[config.mk]
export PLATFORM = sky130hd
export DESIGN_NAME = load_store_unit_flat
export DESIGN_NICKNAME = d
export VERILOG_FILES = /design/src/rtl/load_store_unit_if.sv /design/src/rtl/load_store_unit.sv /design/src/flat_wrapper.sv
export SDC_FILE = /design/constraint.sdc
export NUM_CORES = 1
export LEC_CHECK = 0
export ABC_AREA = 1
export CORE_MARGIN = 2
export CORE_UTILIZATION = 38
export CTS_BUF_LIST = sky130_fd_sc_hd__clkbuf_8
export DETAILED_ROUTE_END_ITERATION = 8
export MAX_ROUTING_LAYER = met4
export PLACE_DENSITY = 0.67
export SYNTH_ARGS = -nofsm -noshare
export SYNTH_HDL_FRONTEND = slang
export SYNTH_SLANG_ARGS = --single-unit
[constraint.sdc]
create_clock -name clk -period 2 [get_ports clk]
set_input_delay 0.5 -clock clk [delete_from_list [all_inputs] [get_ports clk]]
set_output_delay 0.5 -clock clk [all_outputs]
set_load 0.02 [all_outputs]
[src/rtl/load_store_unit_if.sv]
// Request/response handshake between the MEM stage and the load/store unit,
// plus the word-wide DataMemory bus that the unit drives.
interface load_store_unit_if;
  logic        req_valid;
  logic        req_ready;
  logic        req_store;
  logic [1:0]  req_size;
  logic        req_unsigned;
  logic [31:0] req_addr;
  logic [31:0] req_wdata;
  logic        resp_valid;
  logic [31:0] load_data;
  logic        misaligned;
  logic [31:0] address;
  logic [31:0] writeData;
  logic        MemRead;
  logic        MemWrite;
  logic [31:0] readData;

  // Pipeline and DataMemory side
  modport master (
    output req_valid, req_store, req_size, req_unsigned, req_addr, req_wdata,
    output readData,
    input  req_ready, resp_valid, load_data, misaligned,
    input  address, writeData, MemRead, MemWrite
  );

  // Load/store unit side
  modport slave (
    input  req_valid, req_store, req_size, req_unsigned, req_addr, req_wdata,
    input  readData,
    output req_ready, resp_valid, load_data, misaligned,
    output address, writeData, MemRead, MemWrite
  );
endinterface

[src/rtl/load_store_unit.sv]
// MIPS sub-word load/store unit: lane extraction, sign/zero extension,
// alignment checking and read-modify-write for sb/sh over a word-wide memory.
module load_store_unit #(
  parameter bit WORD_ADDR  = 1'b1,
  parameter bit BIG_ENDIAN = 1'b1
) (
  input logic              clk,
  input logic              reset,
  load_store_unit_if.slave bus
);

  typedef enum logic [1:0] {IDLE, ACCESS, RMW_WR, RESP} state_t;

  state_t      state, state_next;
  logic        r_store;
  logic [1:0]  r_size;
  logic        r_unsigned;
  logic [31:0] r_addr;
  logic [31:0] r_wdata;
  logic        r_mis;
  logic [31:0] merged_q;
  logic [31:0] load_q;

  logic        accept;
  logic        mis_in;
  logic [4:0]  shift;
  logic [15:0] lane;
  logic [31:0] lane_mask;
  logic [31:0] merged;
  logic [31:0] extended;
  logic [31:0] mem_addr;

  assign accept = bus.req_valid && (state == IDLE);

  always_comb begin
    mis_in = 1'b0;
    unique case (bus.req_size)
      2'b00:   mis_in = 1'b0;
      2'b01:   mis_in = bus.req_addr[0];
      2'b10:   mis_in = |bus.req_addr[1:0];
      default: mis_in = 1'b1;
    endcase
  end

  // Bit offset of the addressed lane inside the memory word
  always_comb begin
    shift = '0;
    unique case (r_size)
      2'b00:   shift = BIG_ENDIAN ? {~r_addr[1:0], 3'b000} : {r_addr[1:0], 3'b000};
      2'b01:   shift = BIG_ENDIAN ? {~r_addr[1], 4'b0000} : {r_addr[1], 4'b0000};
      default: shift = '0;
    endcase
  end

  assign lane      = 16'(bus.readData >> shift);
  assign lane_mask = (r_size == 2'b00) ? 32'h0000_00FF :
                     (r_size == 2'b01) ? 32'h0000_FFFF : '1;
  assign merged    = (bus.readData & ~(lane_mask << shift)) |
                     ((r_wdata & lane_mask) << shift);
  assign mem_addr  = WORD_ADDR ? {2'b00, r_addr[31:2]} : {r_addr[31:2], 2'b00};

  always_comb begin
    extended = bus.readData;
    unique case (r_size)
      2'b00:   extended = r_unsigned ? {24'b0, lane[7:0]} : {{24{lane[7]}}, lane[7:0]};
      2'b01:   extended = r_unsigned ? {16'b0, lane} : {{16{lane[15]}}, lane};
      default: extended = bus.readData;
    endcase
  end

  always_ff @(posedge clk) begin
    if (reset) state <= IDLE;
    else       state <= state_next;
  end

  always_comb begin
    state_next = state;
    unique case (state)
      IDLE:    if (accept) state_next = mis_in ? RESP : ACCESS;
      ACCESS:  state_next = (!r_store || r_size == 2'b10) ? RESP : RMW_WR;
      RMW_WR:  state_next = RESP;
      RESP:    state_next = IDLE;
      default: state_next = IDLE;
    endcase
  end

  // load_q is cleared on accept so stores and misaligned requests report zero
  always_ff @(posedge clk) begin
    if (reset) begin
      r_store    <= 1'b0;
      r_size     <= '0;
      r_unsigned <= 1'b0;
      r_addr     <= '0;
      r_wdata    <= '0;
      r_mis      <= 1'b0;
      merged_q   <= '0;
      load_q     <= '0;
    end else begin
      if (accept) begin
        r_store    <= bus.req_store;
        r_size     <= bus.req_size;
        r_unsigned <= bus.req_unsigned;
        r_addr     <= bus.req_addr;
        r_wdata    <= bus.req_wdata;
        r_mis      <= mis_in;
        merged_q   <= '0;
        load_q     <= '0;
      end
      if (state == ACCESS) begin
        merged_q <= merged;
        if (!r_store) load_q <= extended;
      end
    end
  end

  always_comb begin
    bus.req_ready  = (state == IDLE);
    bus.resp_valid = (state == RESP);
    bus.address    = '0;
    bus.writeData  = '0;
    bus.MemRead    = 1'b0;
    bus.MemWrite   = 1'b0;
    unique case (state)
      ACCESS: begin
        bus.address = mem_addr;
        if (r_store && r_size == 2'b10) begin
          bus.MemWrite  = 1'b1;
          bus.writeData = r_wdata;
        end else begin
          bus.MemRead = 1'b1;
        end
      end
      RMW_WR: begin
        bus.address   = mem_addr;
        bus.MemWrite  = 1'b1;
        bus.writeData = merged_q;
      end
      default: ;
    endcase
  end

  assign bus.load_data  = load_q;
  assign bus.misaligned = r_mis;

endmodule
[src/flat_wrapper.sv]
// flat-port wrapper written by rule: the top's interface ports become plain ports
module load_store_unit_flat 
#(
  parameter bit WORD_ADDR  = 1'b1,
  parameter bit BIG_ENDIAN = 1'b1
)
  (clk, reset, bus_req_valid, bus_req_store, bus_req_size, bus_req_unsigned, bus_req_addr, bus_req_wdata, bus_readData, bus_req_ready, bus_resp_valid, bus_load_data, bus_misaligned, bus_address, bus_writeData, bus_MemRead, bus_MemWrite);
  load_store_unit_if bus_i ();
  input logic clk;
  input logic reset;
  input wire logic [$bits(bus_i.req_valid)-1:0] bus_req_valid;
  input wire logic [$bits(bus_i.req_store)-1:0] bus_req_store;
  input wire logic [$bits(bus_i.req_size)-1:0] bus_req_size;
  input wire logic [$bits(bus_i.req_unsigned)-1:0] bus_req_unsigned;
  input wire logic [$bits(bus_i.req_addr)-1:0] bus_req_addr;
  input wire logic [$bits(bus_i.req_wdata)-1:0] bus_req_wdata;
  input wire logic [$bits(bus_i.readData)-1:0] bus_readData;
  output wire logic [$bits(bus_i.req_ready)-1:0] bus_req_ready;
  output wire logic [$bits(bus_i.resp_valid)-1:0] bus_resp_valid;
  output wire logic [$bits(bus_i.load_data)-1:0] bus_load_data;
  output wire logic [$bits(bus_i.misaligned)-1:0] bus_misaligned;
  output wire logic [$bits(bus_i.address)-1:0] bus_address;
  output wire logic [$bits(bus_i.writeData)-1:0] bus_writeData;
  output wire logic [$bits(bus_i.MemRead)-1:0] bus_MemRead;
  output wire logic [$bits(bus_i.MemWrite)-1:0] bus_MemWrite;
  assign bus_i.req_valid = bus_req_valid;
  assign bus_i.req_store = bus_req_store;
  assign bus_i.req_size = bus_req_size;
  assign bus_i.req_unsigned = bus_req_unsigned;
  assign bus_i.req_addr = bus_req_addr;
  assign bus_i.req_wdata = bus_req_wdata;
  assign bus_i.readData = bus_readData;
  assign bus_req_ready = bus_i.req_ready;
  assign bus_resp_valid = bus_i.resp_valid;
  assign bus_load_data = bus_i.load_data;
  assign bus_misaligned = bus_i.misaligned;
  assign bus_address = bus_i.address;
  assign bus_writeData = bus_i.writeData;
  assign bus_MemRead = bus_i.MemRead;
  assign bus_MemWrite = bus_i.MemWrite;
  load_store_unit #(.WORD_ADDR(WORD_ADDR), .BIG_ENDIAN(BIG_ENDIAN)) u_core (.clk(clk), .reset(reset), .bus(bus_i));
endmodule
==> key figures <==
Floorplan
  • Die width: 139 um
  • Core area: 17900 um^2
  • Die Y: 139 um
  • Io pins: 204
  • Die area: 19300 um^2
  • Row count: 49
  • Initial core utilization: 0.387

Synthesis
  • Cells after Synth: 1064
  • Synth Register Bits: 135
  • Post-Syn Area: 6930 um^2
  • Mean post-synth cell area: 6.51 um^2
  • Post-synthesis sequential area ratio: 0.390
  • Post-synthesis cell type count: 33
  • Number of synthesis warnings: 0

Worst hold path
  • Hold crit path type: flop to flop

Setup path
  • Arrival @ worst endpoint: 1.84 ns
  • Startpoint type of the worst setup path: flop
  • Kind of critical path: flop to primary output
  • Required time of the critical path: 1.50 ns
  • Setup crit end kind: primary output
  • Crit-path max FO: 7
  • Reg2Reg Setup Slack: -0.05 ns

Timing
  • Max Clock Skew: 0.0108 ns
  • Final WS setup: -0.340 ns
  • Worst slew pin tran: 0.583 ns
  • Tcrit/Tclk final: 1.17
  • Final Setup Violations: 77
  • RSZ-0062 raised after global routing: yes
  • Final Slew Violations: 0
  • Slew HR: 0.611
  • Post-layout minimum cycle time: 2.34 ns
  • Final Hold Vio Count: 0
  • Hold Slack: 0.469 ns
  • Fmax: 427 MHz
  • Fin Setup TNS: -16.51 ns

Clocking
  • Clock Tree Buf Depth: 2
  • Clk sinks: 135
  • Worst skew pair latency: 0.46 ns
  • # hold bufs at CTS: 0
  • Clk root buf: clkbuf_8
  • CTS Buf Count: 17
  • Clock-pin slew on the worst setup and hold paths: 0.08 ns
  • H-tree depth: 4
  • CTS tree: built

Outcome
  • Failing checks: negative setup slack
  • Status: finished with violations

GRT
  • First-pass GRT wire length: 40200 um
  • Number of global-route vias before repair: 7417
  • Initial antenna violation count: 0
  • Remaining global-route overflow: 0
  • Total GRT Usage: 0.269
  • Largest net degree at the start of global routing: 68

Routing
  • Drt drc: 0
  • DRT antenna net count: 0
  • DR vias/cell: 5.23
  • Post-DR wirelength/cell: 17.5 um
  • Total number of vias: 7960
  • Total Wirelength: 26700 um
  • First-pass detailed-route iteration total: 5
  • Number of DRC markers in iteration 0: 588

Power
  • Comb power frac: 0.569
  • Clk pwr share: 0.177
  • P per Cell Area: 1450 nW/um^2
  • Switching share of power: 0.432
  • Share of power burned in registers: 0.253
  • NetSw: 0.00697 W
  • Leakage power: 4.88 nW
  • Peak supply drop: 0.914 mV
  • Internal: 0.00916 W

Cells and area
  • Area occupied by registers: 2710 um^2
  • Fill cells: 1635
  • Layout cells sized above 1: 0.251
  • Non-filler cells, final: 1522
  • Nets@finish: 1387
  • # diodes: 0
  • Multi-input gate area in the final layout: 4170 um^2
  • Area grow syn2layout: 60.5%

Placement
  • Dpl cells: 1468
  • PortBufs: 201
  • Setup Slack @ Placement: -0.408 ns
  • Final GP Congestion: 1.01
  • DP HPWL: 17700 um

Job
  • Maxcap violations: 0
-- cells by family (layout without fill, tap and decap cells) --
kind of cell | Yosys count | count (layout) | share of synthesized area
AND/OR/NAND/NOR | 500 | 500 | 0.302
other | 1 | 2 | 0.000541
buffers and inverters | 169 | 397 | 0.102
flip-flops | 135 | 135 | 0.390
AO/OA/AOI/OAI | 255 | 255 | 0.199
adder cells (fa/ha/maj) | 4 | 4 | 0.00723
-- power groups by stage --
| stage | Combinational, W | Sequential [W] | Clock, W |
|---|---|---|---|
| floorplan | 0.00411 | 0.00406 | 0 |
| global placement | 0.00716 | 0.00396 | 0 |
| detailed placement | 0.00722 | 0.00397 | 0 |
| CTS | 0.00812 | 0.00395 | 0.00289 |
| global route | 0.00983 | 0.00416 | 0.00301 |
| finish | 0.00918 | 0.00409 | 0.00286 |
-- final timing paths --
| kind | startpoint | endpoint | depth (start not counted) |
|---|---|---|---|
| worst min register to register | u_core.merged_q[6] | u_core.merged_q[6] | 2 |
| worst max-delay path | u_core.state[1] | bus_writeData[7] | 9 |
| worst max register to register | u_core.r_size[1] | u_core.bus.load_data[8] | 11 |
| worst min-delay path | u_core.merged_q[6] | u_core.merged_q[6] | 2 |
-- per-stage QoR --
step | power (W) | area [um^2] | util
after floorplan | 0.00817 | 7070 | -
after global placement | 0.0111 | 9600 | 0.536
after detailed placement | 0.0112 | 9600 | 0.536
after CTS | 0.0150 | 10500 | 0.588
after global routing | 0.0170 | 11100 | 0.621
final | 0.0161 | 11100 | 0.621
-- final cells by class --
class / instances / area share
clock buffer: 20 / 0.0248
clock inverter: 12 / 0.0199
inverter: 88 / 0.0311
multi-input combinational: 761 / 0.375
sequential: 135 / 0.244
tap: 229 / 0.0258
timing repair buffer: 277 / 0.280
-- routing by layer --
metal | global-route usage | vias to the layer above | routed length (um)
met5 | - | - | 0
li1 | - | 3878 | -
met3 | 0.0625 | 58 | 2100
met2 | 0.428 | 373 | 12700
met4 | 0.0968 | 0 | 795
met1 | 0.335 | 3651 | 11100
-- cells in the final DEF (no fill, tap or decap), drive strengths merged, types with 4 or more instances in the layout --
cell           count
buf              136
clkbuf            25
bufinv             6
o2111ai            5
nand3             76
nand4              7
clkdlybuf4s50    133
inv               88
clkinv             4
o22ai              9
nor2             108
nand2            309
dfxtp            135
ha                 4
o21ai             99
a21oi            128
o211ai            10
-- flip-flops by register name, summed over array words and instances, names as in the netlist --
name                   cells
u_core.bus.load_data      32
u_core.bus.misaligned      1
u_core.merged_q           32
u_core.r_addr             32
u_core.r_size              2
u_core.r_store             1
u_core.r_unsigned          1
u_core.r_wdata            32
u_core.state               2
-- timing repair --
action                                  CTS  global route
buffers inserted                          4             7
pin swaps                                 9            45
endpoints found under the setup margin   83           111
cloned                                    6             5
resized for setup                       428           133
-- cells in the mapped netlist (all sizes together) --
cell,n,area [um^2]
dfxtp,135,2700
nor2,108,457
o22ai,9,87.6
nand2,309,1170
o21ai,99,499
o21a,2,15.0
a31oi,1,6.26
nand3,76,413
nand4,7,43.8
o211ai,10,75.1
clkinv,1,3.75
conb,1,3.75
clkbuf,52,195
inv,87,329
buf,29,176
a221oi,1,8.76
a21oi,128,641
o2111ai,5,43.8
ha,4,50.1
-- critical path, stage by stage, from the launching register on --
cell and delay [ns]:
dfxtp_2 0.34, inv_4 0.07, ha_4 0.15, inv_4 0.04, nor2_4 0.11, buf_12 0.15
clkbuf_16 0.16, nand2_2 0.07, a21oi_4 0.14, buf_6 0.13
No activity file was read; power rests on OpenSTA's default activity.
